File: src/rtl/noc_pkg.sv
// noc_pkg: constants and helpers shared by the node network interface.
//   ADDR_W        width of a node address
//   FLIT_*_HI/LO  bit offsets of the address fields, measured above the
//                 payload: a flit is {dest, src, data}, so with DATA_W bits
//                 of payload the dest field is flit[DATA_W+3:DATA_W+2]
//   flit_w()      full flit width for a given payload width
package noc_pkg;

  localparam int ADDR_W = 2;

  localparam int FLIT_DEST_HI = 3;
  localparam int FLIT_DEST_LO = 2;
  localparam int FLIT_SRC_HI  = 1;
  localparam int FLIT_SRC_LO  = 0;

  function automatic int flit_w(input int data_w);
    return data_w + 2 * ADDR_W;
  endfunction

endpackage

File: src/rtl/ni_fifo.sv
// ni_fifo: show-ahead synchronous FIFO with async active-high reset.
//   clk, rst    clock / asynchronous active-high reset
//   push        write push_data (ignored while full)
//   push_data   WIDTH-bit write data
//   pop         drop the head entry (ignored while empty)
//   pop_data    head entry, valid whenever empty is low
//   full        occupancy == DEPTH
//   empty       occupancy == 0
// DEPTH must be a power of two >= 2 so the pointers wrap naturally.
module ni_fifo #(
  parameter int WIDTH = 8,
  parameter int DEPTH = 4
) (
  input  logic             clk,
  input  logic             rst,
  input  logic             push,
  input  logic [WIDTH-1:0] push_data,
  input  logic             pop,
  output logic [WIDTH-1:0] pop_data,
  output logic             full,
  output logic             empty
);

  localparam int             AW       = $clog2(DEPTH);
  localparam logic [AW:0]    FULL_CNT = (AW + 1)'(DEPTH);

  logic [WIDTH-1:0] mem_r [DEPTH];
  logic [AW-1:0]    wr_ptr_r;
  logic [AW-1:0]    rd_ptr_r;
  logic [AW:0]      count_r;
  logic             push_ok_s;
  logic             pop_ok_s;

  // Flags come straight from the registered count, so ready/valid seen by
  // neighbours never depend combinationally on this cycle's inputs.
  assign full      = (count_r == FULL_CNT);
  assign empty     = (count_r == {(AW + 1){1'b0}});
  assign push_ok_s = push && !full;
  assign pop_ok_s  = pop && !empty;
  assign pop_data  = mem_r[rd_ptr_r];

  // Storage write; contents are not reset, only the pointers/count are.
  always_ff @(posedge clk) begin
    if (push_ok_s) begin
      mem_r[wr_ptr_r] <= push_data;
    end
  end

  // Pointer and occupancy bookkeeping.
  always_ff @(posedge clk or posedge rst) begin
    if (rst) begin
      wr_ptr_r <= {AW{1'b0}};
      rd_ptr_r <= {AW{1'b0}};
      count_r  <= {(AW + 1){1'b0}};
    end else begin
      if (push_ok_s) begin
        wr_ptr_r <= wr_ptr_r + AW'(1'b1);
      end
      if (pop_ok_s) begin
        rd_ptr_r <= rd_ptr_r + AW'(1'b1);
      end
      case ({push_ok_s, pop_ok_s})
        2'b10:   count_r <= count_r + (AW + 1)'(1'b1);
        2'b01:   count_r <= count_r - (AW + 1)'(1'b1);
        default: count_r <= count_r;
      endcase
    end
  end

endmodule

File: src/rtl/network_interface.sv
// network_interface: node-side NI between a MIPS core and its router port.
//   clk, rst                          clock / async active-high reset
//   proc_data, dest_add, proc_valid   processor payload in
//   mips_ni                           NI can take a processor payload
//   flit_out, flit_out_valid/_ready   flit {dest,src,data} to router
//   flit_in, flit_in_valid/_ready     flit {dest,src,data} from router
//   ni_data, ni_src, data_valid       delivered payload to processor
//   proc_ready_in                     processor takes ni_data
//   misroute_cnt                      saturating count of dropped flits
// Flits addressed to another node are consumed and counted, never stored.
module network_interface
  import noc_pkg::*;
#(
  parameter int                DATA_W  = 32,
  parameter logic [ADDR_W-1:0] NODE_ID = 2'b00,
  parameter int                DEPTH   = 4
) (
  input  logic                        clk,
  input  logic                        rst,
  input  logic [DATA_W-1:0]           proc_data,
  input  logic [ADDR_W-1:0]           dest_add,
  input  logic                        proc_valid,
  output logic                        mips_ni,
  output logic [flit_w(DATA_W)-1:0]   flit_out,
  output logic                        flit_out_valid,
  input  logic                        flit_out_ready,
  input  logic [flit_w(DATA_W)-1:0]   flit_in,
  input  logic                        flit_in_valid,
  output logic                        flit_in_ready,
  output logic [DATA_W-1:0]           ni_data,
  output logic [ADDR_W-1:0]           ni_src,
  output logic                        data_valid,
  input  logic                        proc_ready_in,
  output logic [7:0]                  misroute_cnt
);

  localparam int FW  = flit_w(DATA_W);
  localparam int RXW = DATA_W + ADDR_W;

  logic          tx_full_s;
  logic          tx_empty_s;
  logic          tx_push_s;
  logic [FW-1:0] tx_din_s;

  logic           rx_full_s;
  logic           rx_empty_s;
  logic           rx_accept_s;
  logic           dest_hit_s;
  logic           rx_push_s;
  logic           misroute_s;
  logic [RXW-1:0] rx_din_s;
  logic [RXW-1:0] rx_head_s;

  logic [7:0] misroute_cnt_r;

  // TX side: pack and push; the router sees the head entry directly.
  assign mips_ni        = !tx_full_s;
  assign flit_out_valid = !tx_empty_s;
  assign tx_push_s      = proc_valid && !tx_full_s;
  assign tx_din_s       = {dest_add, NODE_ID, proc_data};

  ni_fifo #(
    .WIDTH (FW),
    .DEPTH (DEPTH)
  ) u_tx_fifo (
    .clk       (clk),
    .rst       (rst),
    .push      (tx_push_s),
    .push_data (tx_din_s),
    .pop       (flit_out_valid && flit_out_ready),
    .pop_data  (flit_out),
    .full      (tx_full_s),
    .empty     (tx_empty_s)
  );

  // RX side: a flit is consumed whenever ready, but only stored if it is ours.
  assign flit_in_ready = !rx_full_s;
  assign rx_accept_s   = flit_in_valid && !rx_full_s;
  assign dest_hit_s    = (flit_in[DATA_W+FLIT_DEST_HI:DATA_W+FLIT_DEST_LO] == NODE_ID);
  assign rx_push_s     = rx_accept_s && dest_hit_s;
  assign misroute_s    = rx_accept_s && !dest_hit_s;
  assign rx_din_s      = {flit_in[DATA_W+FLIT_SRC_HI:DATA_W+FLIT_SRC_LO], flit_in[DATA_W-1:0]};

  ni_fifo #(
    .WIDTH (RXW),
    .DEPTH (DEPTH)
  ) u_rx_fifo (
    .clk       (clk),
    .rst       (rst),
    .push      (rx_push_s),
    .push_data (rx_din_s),
    .pop       (data_valid && proc_ready_in),
    .pop_data  (rx_head_s),
    .full      (rx_full_s),
    .empty     (rx_empty_s)
  );

  assign data_valid = !rx_empty_s;
  assign ni_src     = rx_head_s[RXW-1:DATA_W];
  assign ni_data    = rx_head_s[DATA_W-1:0];

  // Misroute counter, saturating at 255 so it never wraps back to zero.
  always_ff @(posedge clk or posedge rst) begin
    if (rst) begin
      misroute_cnt_r <= 8'd0;
    end else if (misroute_s && (misroute_cnt_r != 8'hFF)) begin
      misroute_cnt_r <= misroute_cnt_r + 8'd1;
    end else begin
      misroute_cnt_r <= misroute_cnt_r;
    end
  end

  assign misroute_cnt = misroute_cnt_r;

endmodule

File: config.mk
export PLATFORM = sky130hd
export DESIGN_NAME = network_interface
export DESIGN_NICKNAME = d
export VERILOG_FILES = /design/src/rtl/noc_pkg.sv /design/src/rtl/ni_fifo.sv /design/src/rtl/network_interface.sv
export SDC_FILE = /design/constraint.sdc
export NUM_CORES = 1
export LEC_CHECK = 0
export ABC_CLOCK_PERIOD_IN_PS = 5430
export CAP_MARGIN = 20
export CELL_PAD_IN_SITES_DETAIL_PLACEMENT = 1
export CELL_PAD_IN_SITES_GLOBAL_PLACEMENT = 1
export CORE_MARGIN = 1.5
export CORE_UTILIZATION = 51
export DETAILED_ROUTE_END_ITERATION = 8
export GPL_ROUTABILITY_DRIVEN = 1
export HOLD_SLACK_MARGIN = 0.03
export PLACE_DENSITY = 0.84
export SLEW_MARGIN = 30
export SYNTH_ARGS = -nofsm -noshare
export SYNTH_HDL_FRONTEND = slang
export SYNTH_SLANG_ARGS = --single-unit
File: constraint.sdc
create_clock -name clk -period 5.43 [get_ports clk]
set_input_delay 0.8145 -clock clk [delete_from_list [all_inputs] [get_ports clk]]
set_output_delay 0.8145 -clock clk [all_outputs]
set_load 0.02 [all_outputs]
## Yosys cells after proc, flatten, opt, wreduce, memory -nomap -nowiden

Memory sizes are Yosys's and may differ from the RTL's.
Cells that the tools add are included.

- Reduce and logical (&&, ||, !) cells: 21
- Equality and inequality tests: 7
- Multiplexer cells: 6
- Add/sub/neg operators: 9

Operator list:

| kind | count |
|---|---|
| case mux 3 bit (2 select lines) | 2 |
| logical AND 1 bit | 11 |
| adder 2 x 1 -> 2 bit, second input constant | 4 |
| adder 8 x 1 -> 8 bit, second input constant | 1 |
| != test 8 bit, second input constant | 1 |
| adder 3 x 1 -> 3 bit, second input constant | 2 |
| == test 3 bit, second input constant | 2 |
| zero test 3 bit | 2 |
| subtractor 3 x 1 -> 3 bit, second input constant | 2 |
| zero test 1 bit | 5 |
| == test 2 x 1 -> 1 bit, second input constant | 2 |
| == test 2 bit, second input constant | 2 |
| 2-to-1 mux 1 bit | 4 |
| nonzero test 2 bit | 2 |
| zero test 2 bit | 1 |

- Word-level logic and storage cells: 52
- Memories: 2
- Output and inout bits: 82
- Input bits: 76
- Bits in writable memories: 272
- Flip-flop bits (word level): 22

Memories:

| memory | depth | width | read ports | clocked after Yosys merged registers in | write ports | line | text |
|---|---|---|---|---|---|---|---|
| u_rx_fifo.mem_r | 4 | 34 | 1 | 0 | 1 | ni_fifo.sv:27 | `logic [WIDTH-1:0] mem_r [DEPTH];` |
| u_tx_fifo.mem_r | 4 | 34 | 1 | 0 | 1 | ni_fifo.sv:27 |  |

## Depth between registers and ports, before layout

- Depth after elaboration: 7
- Gate-level depth with buffers: 10

## Hierarchy

Synthesis repeated with hierarchy kept, for this count alone.

- Cell total of the unflattened synthesis: 490
- Area, all modules: 11507.3 um2

By module, submodules not included:

| module | seq. area each (um2) | cells each | area each (um2) | instances |
|---|---|---|---|---|
| ni_fifo at u_tx_fifo | 4499.3 | 226 | 5639.2 | 1 |
| ni_fifo at u_rx_fifo | 4259.1 | 216 | 5388.9 | 1 |
| network_interface | 200.2 | 48 | 479.2 | 1 |

## Worst setup path before layout

OpenSTA, ideal clock, no wires.

- Kind: input to register
- Start point: input port flit_in[35]
- End point: memory u_rx_fifo.mem_r[0][0] in the netlist's numbering, enable pin
- Data arrival time: 2.035 ns
- Library setup time: 0.394 ns
- Data required time: 5.036 ns
- Setup slack: 3.001 ns
- Cell stages on the path: 2
- Path through: nor3_2 > and2_1

- Word-level cells in the longest chain between the ends: 5

RTL lines:

| item | line | text |
|---|---|---|
| from (decl) | network_interface.sv:27 | `input logic [flit_w(DATA_W)-1:0] flit_in,` |
| zero test 2 bit | network_interface.sv:79 | `assign dest_hit_s = (flit_in[DATA_W+FLIT_DEST_HI:DATA_W+FLIT_DEST_LO] == NODE_ID);` |
| logical AND 1 bit | network_interface.sv:80 | `assign rx_push_s = rx_accept_s && dest_hit_s;` |
| logical AND 1 bit | ni_fifo.sv:38 | `assign push_ok_s = push && !full;` |
| 2-to-1 mux 1 bit | ni_fifo.sv:44 | `if (push_ok_s) begin` |
| 2-to-1 mux 1 bit (implied by the code) | ni_fifo.sv:45 | `mem_r[wr_ptr_r] <= push_data;` |
| to (decl) | ni_fifo.sv:27 |  |

Every way passes these cells.

## Worst setup path after layout

- Start point: register u_rx_fifo.rd_ptr_r[0]
- End point: output port ni_src[1]

- Word-level cells in the longest chain between the ends: 1

RTL lines:

| item | line | text |
|---|---|---|
| from (decl) | ni_fifo.sv:29 | `logic [AW-1:0] rd_ptr_r;` |
| from (signal assigned) | ni_fifo.sv:53 | `rd_ptr_r <= {AW{1'b0}};` |
| from (signal assigned) | ni_fifo.sv:60 | `rd_ptr_r <= rd_ptr_r + AW'(1'b1);` |
| memory (4 x 34 bit) | -- |  |
| to (decl) | network_interface.sv:31 | `output logic [ADDR_W-1:0] ni_src,` |

Every way passes these cells.

==> results by group <==
Logic synthesis
  – Synthesized cell area: 0.0111 mm2
  – Top cell type's share of synthesized area: 73.8%
  – #FFs+latches synth: 294
  – Top cells by area, synth: edfxtp_1 (74%), mux4_2 (14%), dfrtp_1 (5.0%)
  – Post-synth top area cell: edfxtp_1
  – Asr flop ratio synth: 7.48%
  – Post-synth top cells: edfxtp_1 (272), mux4_2 (68), dfrtp_1 (22)
  – Post-synthesis simple-gate area fraction: 2.06%
  – Warnings, synthesis: 0
  – Post-synthesis compound-gate area fraction: 0.328%
  – Main synth FF type: edfxtp_1
  – Synthesized instance count: 470
  – Most common cell in the netlist: edfxtp_1
  – Post-Synth Adder-Cell Area: 1.61%
  – Syn avg cell area: 23.5 um2
  – Main combinational cell family by area after synthesis: multiplexers
  – EDFF count, synth: 272
  – Yosys cell types: 35
  – Sequential-to-total area share from yosys stat: 78.8%
  – Mux contribution to synthesized area: 14.5%
  – Synth Area in XOR/XNOR: 1.35%

Critical path
  – CP Capture Type: output port
  – WS Path Type: reg -> out
  – Required @ worst endpoint: 4620 ps
  – Crit Path Max Fanout: 24
  – Max incr delay on CP: 900 ps
  – WP data arrival: 3040 ps
  – Critical-path cell list: buf_4, mux4_2, clkdlybuf4s50_1
  – Slowest stage cell, crit path: dfrtp_2
  – Cells on worst reg2reg path: 4
  – Worst R2R Setup Slack: 3050 ps
  – Startpoint Class: flop

Timing
  – Tmin final: 3850 ps
  – Fmax: 0.260 GHz
  – Rel. slew slack: 37.7%
  – RSZ-0062 raised after global routing: no
  – Final slew viol count: 0
  – Fin. Hold Viols: 0
  – Period utilisation layout: 70.9%
  – Slew at the pin closest to its max-slew limit: 934 ps
  – Skew final: 22.6 ps
  – Setup violations, final: 0
  – Setup ws final: 1580 ps
  – Setup TNS: 0 ps

Power
  – Worst-case vdd ir drop: 0.000296 V
  – Seq pwr share: 41.1%
  – Pwr dens: 546 mW/mm2
  – Switching part of the total power: 30.3%
  – Combinational share of power: 32.2%
  – Internal cell power: 0.00530 W
  – Clk network pwr share: 26.7%
  – Net Sw Power: 0.00230 W
  – Pleak: 4.66 nW

Route
  – WL met3: 1.04 mm
  – DR WL/cell: 25.1 um
  – Post-DRT Antenna Nets: 0
  – Via/cell ratio: 5.59
  – Top Metal Used: met4
  – WL met2: 12.7 mm
  – Initial DRC count: 314
  – Drt first pass iters: 4
  – Detailed-route via count: 5278
  – Post-route DRC: 0
  – M1 wire length: 9.51 mm
  – WL final: 23.7 mm

Global route
  – Largest net degree at the start of global routing: 36
  – Vias in the first global route: 5859
  – Antenna violations before repair: 0
  – Global-route usage over all layers: 21.7%
  – Gr ovfl total: 0
  – First-pass GRT wire length: 35.8 mm

Clock tree
  – Hold buffers post-CTS: 0
  – CTS H-tree depth: 1
  – Post-cts sizing count: 0
  – CTS buffer count: 30
  – Clock Path Buffers: 3
  – CTS clk-pin slew, worst paths: 60 ps
  – Worst skew pair latency: 550 ps
  – Post-CTS Setup Repair Bufs: 0
  – Root Buffer Master: clkbuf_16
  – CTS tree: built
  – CTS sink cnt: 294

Floorplanning
  – Rows: 53
  – Die ar.: 0.0226 mm2
  – I/O pin count: 158
  – Initial core utilization: 52.3%
  – CORE AREA: 0.0212 mm2
  – Die Span X: 150 um
  – Die H: 150 um

Min path
  – Hold WC Path Type: reg -> reg
  – Hold path depth: 1

Run status
  – Status: complete, no violations

Place
  – Place WS: 2120 ps
  – Port Buffers: 155
  – DP Wirelength: 15.5 mm
  – Routability cong.: 0.738

Run
  – Max-Cap Viols: 0

Cells and area
  – Fin nets: 734
  – Sequential Area: 0.00872 mm2
  – # diodes: 0
  – Layout cells sized above 1: 21.2%
  – Area of the multi-input gates: 0.00222 mm2
  – Area grow syn2layout: 25.9%
  – Fillers: 1716
==> per-layer routing <==
layer / vias to the layer above / track usage [%]
li1: 2284 / -
met4: 0 / 5.39
met1: 2796 / 28.0
met5: - / 0
met3: 37 / 3.15
met2: 161 / 38.8
==> cells in the final DEF (no fill, tap or decap), types with 4 or more instances in the layout <==
master	synthesis	final
clkinv_2	0	8
xor2_1	11	11
nand2_1	5	5
mux4_2	68	68
dfrtp_1	22	19
clkbuf_16	0	30
clkbuf_1	0	8
ha_1	11	11
clkdlybuf4s50_1	0	155
nand3_1	5	5
edfxtp_1	272	272
buf_4	6	4
xnor2_1	6	6
inv_1	13	12
==> worst paths after layout <==
kind | from | endpoint
worst max-delay path | u_rx_fifo.rd_ptr_r[0] | ni_src[1]
worst min-delay path | misroute_cnt[6] | misroute_cnt[6]
min in group asynchronous | rst | u_rx_fifo.wr_ptr_r[1]
worst min register to register | misroute_cnt[6] | misroute_cnt[6]
max in group asynchronous | rst | u_tx_fifo.rd_ptr_r[0]
worst max register to register | u_rx_fifo.count_r[2] | u_rx_fifo.mem_r[1][25]
==> power by group through the flow <==
stage / Combinational (W) / Sequential (W) / Clock, W
after floorplan: 0.00157 / 0.00300 / 0
after global placement: 0.00237 / 0.00313 / 0
after detailed placement: 0.00246 / 0.00318 / 0
after CTS: 0.00248 / 0.00314 / 0.00207
after global routing: 0.00260 / 0.00317 / 0.00213
final: 0.00245 / 0.00312 / 0.00203
==> worst max-delay path, delay by kind of cell (launching register included) <==
kind	cells	cell delay [ps]
buf+inv	2	1010
flops	1	900
mux	1	560
==> per-stage QoR <==
| stage | hold slack, ps | utilization [%] | total power, W | cell area [um2] | instances |
|---|---|---|---|---|---|
| floorplan | 447 | - | 0.00456 | 11100 | 471 |
| global placement | 462 | 61.0 | 0.00550 | 12900 | 887 |
| detailed placement | 483 | 61.0 | 0.00564 | 12900 | 887 |
| CTS | 497 | 65.7 | 0.00768 | 13900 | 943 |
| global route | 510 | 65.8 | 0.00790 | 13900 | 944 |
| finish | 496 | 65.8 | 0.00760 | 13900 | 944 |
==> logic make-up (layout without fill, tap and decap cells) <==
group	Yosys count	in the layout
flip-flops	294	294
AO/OA/AOI/OAI	3	3
buffers and inverters	31	229
XOR/XNOR	17	17
AND/OR/NAND/NOR	37	37
adder cells (fa/ha/maj)	13	13
multiplexers	74	74
other	1	2
==> sequential cells by signal, indices dropped and copies added (netlist names) <==
signal,count
u_rx_fifo.wr_ptr_r,2
u_tx_fifo.mem_r,136
u_tx_fifo.rd_ptr_r,2
u_tx_fifo.wr_ptr_r,2
u_rx_fifo.mem_r,136
misroute_cnt,8
u_rx_fifo.count_r,3
u_rx_fifo.rd_ptr_r,2
u_tx_fifo.count_r,3
==> final cells by class <==
type	count	area share [%]
flip-flops and latches	294	62.6
multi-input cells	146	15.9
repair buffers	160	11.6
clock buffers	41	5.90
well taps	275	2.47
clock inverters	15	1.16
inverters	13	0.350
Power figures use the tool's default switching activity.
